$ cat src/rtl/serial_adder_w.sv
// serial_adder_w: multi-cycle adder/subtractor. WIDTH-bit operands are summed
// DIGIT bits per clock through one registered DIGIT-bit full-adder slice,
// LSB slice first, taking N = WIDTH/DIGIT cycles per operation.
//
// Ports:
//   clk    rising-edge clock
//   rst_n  asynchronous active-low reset
//   start  operation request, sampled only while busy=0
//   sub    0: a+b+ci, 1: a-b (a+~b+1, ci ignored); latched with start
//   a, b   operands, latched with start
//   ci     carry-in, latched with start
//   busy   operation in progress
//   done   one-cycle completion pulse
//   s      result, updated only at completion
//   co     final carry-out (in sub mode 1 means no borrow)
//   ovf    two's-complement overflow
module serial_adder_w #(
  parameter int unsigned WIDTH = 8,
  parameter int unsigned DIGIT = 1
) (
  input  logic             clk,
  input  logic             rst_n,
  input  logic             start,
  input  logic             sub,
  input  logic [WIDTH-1:0] a,
  input  logic [WIDTH-1:0] b,
  input  logic             ci,
  output logic             busy,
  output logic             done,
  output logic [WIDTH-1:0] s,
  output logic             co,
  output logic             ovf
);

  localparam int unsigned N  = WIDTH / DIGIT;
  localparam int unsigned CW = (N > 1) ? $clog2(N) : 1;

  typedef enum logic {
    IDLE,
    RUN
  } state_t;

  state_t           state_q, state_d;
  logic [WIDTH-1:0] a_q, a_d;
  logic [WIDTH-1:0] b_q, b_d;
  logic             carry_q, carry_d;
  logic [CW-1:0]    cnt_q, cnt_d;
  logic [WIDTH-1:0] res_q, res_d;
  logic [WIDTH-1:0] s_q, s_d;
  logic             co_q, co_d;
  logic             ovf_q, ovf_d;
  logic             done_q, done_d;

  logic [DIGIT:0]   slice_sum;
  logic             c_into_msb;

  always_comb begin
    slice_sum  = {1'b0, a_q[DIGIT-1:0]} + {1'b0, b_q[DIGIT-1:0]}
               + (DIGIT+1)'(carry_q);
    // Carry into the slice's top bit recovered from its sum bit; on the
    // final slice this is the carry into the word MSB.
    c_into_msb = a_q[DIGIT-1] ^ b_q[DIGIT-1] ^ slice_sum[DIGIT-1];

    state_d = state_q;
    a_d     = a_q;
    b_d     = b_q;
    carry_d = carry_q;
    cnt_d   = cnt_q;
    res_d   = res_q;
    s_d     = s_q;
    co_d    = co_q;
    ovf_d   = ovf_q;
    done_d  = 1'b0;

    case (state_q)
      IDLE: begin
        if (start) begin
          a_d     = a;
          b_d     = sub ? ~b : b;
          carry_d = sub ? 1'b1 : ci;
          cnt_d   = '0;
          res_d   = '0;
          state_d = RUN;
        end
      end
      RUN: begin
        a_d     = a_q >> DIGIT;
        b_d     = b_q >> DIGIT;
        carry_d = slice_sum[DIGIT];
        // New slice enters at the top; after N slices the LSB slice has
        // been shifted down to bit 0.
        res_d   = (res_q >> DIGIT)
                | (WIDTH'(slice_sum[DIGIT-1:0]) << (WIDTH - DIGIT));
        cnt_d   = cnt_q + CW'(1);
        if (cnt_q == CW'(N - 1)) begin
          s_d     = res_d;
          co_d    = slice_sum[DIGIT];
          ovf_d   = c_into_msb ^ slice_sum[DIGIT];
          done_d  = 1'b1;
          cnt_d   = '0;
          state_d = IDLE;
        end
      end
      default: state_d = IDLE;
    endcase
  end

  always_ff @(posedge clk or negedge rst_n) begin
    if (!rst_n) begin
      state_q <= IDLE;
      a_q     <= '0;
      b_q     <= '0;
      carry_q <= 1'b0;
      cnt_q   <= '0;
      res_q   <= '0;
      s_q     <= '0;
      co_q    <= 1'b0;
      ovf_q   <= 1'b0;
      done_q  <= 1'b0;
    end else begin
      state_q <= state_d;
      a_q     <= a_d;
      b_q     <= b_d;
      carry_q <= carry_d;
      cnt_q   <= cnt_d;
      res_q   <= res_d;
      s_q     <= s_d;
      co_q    <= co_d;
      ovf_q   <= ovf_d;
      done_q  <= done_d;
    end
  end

  assign busy = (state_q == RUN);
  assign done = done_q;
  assign s    = s_q;
  assign co   = co_q;
  assign ovf  = ovf_q;

endmodule

$ cat config.mk
export PLATFORM = sky130hd
export DESIGN_NAME = serial_adder_w
export DESIGN_NICKNAME = d
export VERILOG_FILES = /design/src/rtl/serial_adder_w.sv
export SDC_FILE = /design/constraint.sdc
export NUM_CORES = 1
export LEC_CHECK = 0
export ABC_AREA = 1
export BUFFER_PORTS_ARGS = -buffer_cell sky130_fd_sc_hd__buf_2
export CAP_MARGIN = 10
export CORE_AREA = 2 2 75 77
export DETAILED_ROUTE_END_ITERATION = 16
export DIE_AREA = 0 0 77 79
export MAX_ROUTING_LAYER = met4
export PLACE_DENSITY_LB_ADDON = 0.05
export SLEW_MARGIN = 40
export SYNTH_ARGS = -nofsm -noshare
export SYNTH_HDL_FRONTEND = slang
export SYNTH_SLANG_ARGS = --single-unit
$ cat constraint.sdc
create_clock -name clk -period 2.8 [get_ports clk]
set_clock_uncertainty 0.05 [all_clocks]
set_input_delay 0.56 -clock clk [delete_from_list [all_inputs] [get_ports clk]]
set_output_delay 0.56 -clock clk [all_outputs]
set_load 0.02 [all_outputs]
==> flow_metrics.env <==
export IMPL_ys_warn_count=0
export IMPL_timing_rr_end="ovf"
export IMPL_die_y_um=79
export IMPL_core_area_um2=5338
export IMPL_ys_top_cells_by_area="dfrtp_1 (55%), nand2_1 (9.2%), inv_1 (5.3%)"
export IMPL_synthToLayoutAreaGrowth_pct=15.90
export IMPL_clock_latency_ns=0.29
export IMPL_die_w_um=77
export IMPL_final_cells=283
export IMPL_cp_slowest_cell="dfrtp_1"
export IMPL_worst_slack_ns=0.9182
export IMPL_peakVddDrop_uv=296.1
export IMPL_ys_seq_elements=39
export IMPL_ys_types=29
export IMPL_via_per_inst=4.608
export IMPL_max_slew_margin=0.6235
export IMPL_p_leak_nw=1.047
export IMPL_htree_num_levels=2
export IMPL_critPathMaxFanout=13
export IMPL_place_ws_ns=1.117
export IMPL_busiest_layer="met2"
export IMPL_synth_top_area_share=0.5462
export IMPL_cp_required_ns=2.19
export IMPL_p_per_area_nw_per_um2=1090
export IMPL_fin_crit_sh=0.6721
export IMPL_synth_largest_area_cell="dfrtp_1"
export IMPL_cp_end_kind="output port"
export IMPL_dieArea_um2=6083
export IMPL_yosys_cell_count_top_type="nand2_1"
export IMPL_setup_tns_ns=0
export IMPL_reg2reg_setup_slack_ns=1.10
export IMPL_worst_pin_slew_ns=0.5647
export IMPL_start_util=0.3347
export IMPL_port_buffers=32
export IMPL_diodes=0
export IMPL_wl_mm=3.553
export IMPL_setup_worst_path_start_class="flip-flop"
export IMPL_finalCriticalPeriod_ns=1.882
export IMPL_synthFlopType="dfrtp_1"
export IMPL_seq_power_share=0.411
export IMPL_hold_viol_final=0
export IMPL_ctsHoldBuffers=0
export IMPL_place_gp_congestion=0.7318
export IMPL_reg2reg_depth=6
export IMPL_via_count=1304
export IMPL_syn_nets=204
export IMPL_fin_nets=234
export IMPL_num_rows=27
export IMPL_root_buffer="clkbuf_8"
export IMPL_critPathKind="flip-flop to output port"
export IMPL_rsz0062_at_grt="no"
export IMPL_syn_cell_area_um2=1787
export IMPL_cp_depth=1
export IMPL_p_clk_frac=0.218
export IMPL_antenna_found_initial=0
export IMPL_grt_max_degree=40
export IMPL_grtUsageMet2=0.2114
export IMPL_drv_cap=0
export IMPL_p_comb_frac=0.372
export IMPL_met3_usage=0.03182
export IMPL_switchingPower_mw=0.8585
export IMPL_fmax_ghz=0.5314
export IMPL_post_cts_buffers=0
export IMPL_cts_resized=0
export IMPL_grtUsageTotal=0.1327
export IMPL_clockBufferDepth=2
export IMPL_finalSetupViolCount=0
export IMPL_power_mw=2.258
export IMPL_critPathBufInv=1
export IMPL_postRouteAntennaNets=0
export IMPL_max_stage_delay_ns=0.70
export IMPL_met1_usage=0.1578
export IMPL_syn_avg_cell_area_um2=9.926
export IMPL_drive_above_1_share=0.2417
export IMPL_numCtsBuffers=5
export IMPL_drv_slew=0
export IMPL_drt_pass1_iterations=4
export IMPL_worstPathArrival_ns=1.27
export IMPL_critPathTopFamily="flip-flops"
export IMPL_syn_inst=180
export IMPL_switching_share=0.3802
export IMPL_placed_cells=275
export IMPL_ys_top_cells_by_count="nand2_1 (44), dfrtp_1 (39), inv_1 (25), o21ai_0 (16)"
export IMPL_synth_edff_count=0
export IMPL_drc=0
export IMPL_clkSlewWorstSetupHoldPaths_ns=0.08
export IMPL_worstPathCellList="buf_2"
export IMPL_overflow=0
export IMPL_r2r_start="cnt_q[0]"
export IMPL_p_int_mw=1.399
export IMPL_ys_async_sr_fraction=1.000
export IMPL_wl_per_cell_um=12.55
export IMPL_clock_sinks=39
export IMPL_first_global_vias=1260
export IMPL_outcome="finished clean"
export IMPL_min_path_type="input pin to asynchronous set/reset pin"
export IMPL_grt_pass1_wl_mm=6.037
export IMPL_dp_hpwl_mm=2.433
export IMPL_cts_tree="built"
export IMPL_ios=33
export IMPL_seq_area_frac_synth=0.5462
export IMPL_drt_iter0_markers=67
## state kept, by name, summed over array words and instances, names as in the netlist
signal / cells
busy: 1
carry_q: 1
s: 8
co: 1
cnt_q: 3
a_q: 8
b_q: 8
res_q: 7
ovf: 1
done: 1
## routing by layer
metal	up-vias	wire length, µm
met3	6	148
met5	-	0
met1	615	1633
met4	0	55
met2	27	1715
li1	656	-
## placed cells by master, fill, tap and decap left out, drive strengths merged
cell type  synthesis  final
a22oi              7      7
nor3               2      2
dfrtp             39     39
buf                6     32
a22o               2      2
clkinv             0      1
ha                 2      2
o221ai             7      7
o31ai              1      1
fa                 1      1
xnor2              2      2
clkbuf             3      6
bufinv             0      1
o22ai              7      7
nand2             45     45
nor2               4      4
o21ai             24     24
inv               28     28
## power by group through the flow
| stage | registers [mW] | logic (mW) | clock network (mW) |
|---|---|---|---|
| 3_5_place_dp | 0.941 | 0.858 | 0 |
| 5_1_grt | 0.957 | 0.957 | 0.536 |
| 2_1_floorplan | 0.976 | 0.622 | 0 |
| 6_report | 0.927 | 0.839 | 0.491 |
| 3_3_place_gp | 0.934 | 0.825 | 0 |
| 4_1_cts | 0.930 | 0.858 | 0.510 |
## worst max-delay path by stage
stage	end	startpoint	slack [ns]
after global routing	busy	busy	0.84
after CTS	busy	busy	0.91
after global placement	ovf	cnt_q[0]	1.16
after floorplan	ovf	a_q[0]	1.32
after detailed placement	ovf	cnt_q[0]	1.12
final	busy	busy	0.92
## cells by family (layout without fill, tap and decap cells)
group,count (synthesis),after routing,share of synthesized area
xor gates and xnor gates,2,2,0.009806
adders and majority gates,3,3,0.02521
and+or+nand+nor,51,51,0.1218
buffers and inverters,37,68,0.1099
AOI/OAI and AO/OA,48,48,0.1870
DFF,39,39,0.5462
## worst register-to-register path: cells and delay by family, from the launching register on
family / cells / cell delay, ns
buf+inv: 1 / 0.16
simple gates: 3 / 0.57
fa+ha+maj: 2 / 0.40
flops: 1 / 0.41
## through the flow
stage,hold WS (ns),utilization,area [µm²]
finish,0.1763,0.3880,2071
global route,0.2096,0.3880,2071
CTS,0.1959,0.3880,2071
detailed placement,0.4206,0.3659,1953
global placement,0.4126,0.3654,1951
floorplan,0.2144,-,1787
## layout make-up
cell class	instances	area, µm²
flip-flops and latches	39	975.9
clock buffers	6	82.58
multi-input cells	104	614.3
fillers	586	3267
repair buffers	32	162.7
clock inverters	2	35.03
inverters	28	110.1
well taps	72	90.09
Note: power is estimated with default switching activity, not from simulation.
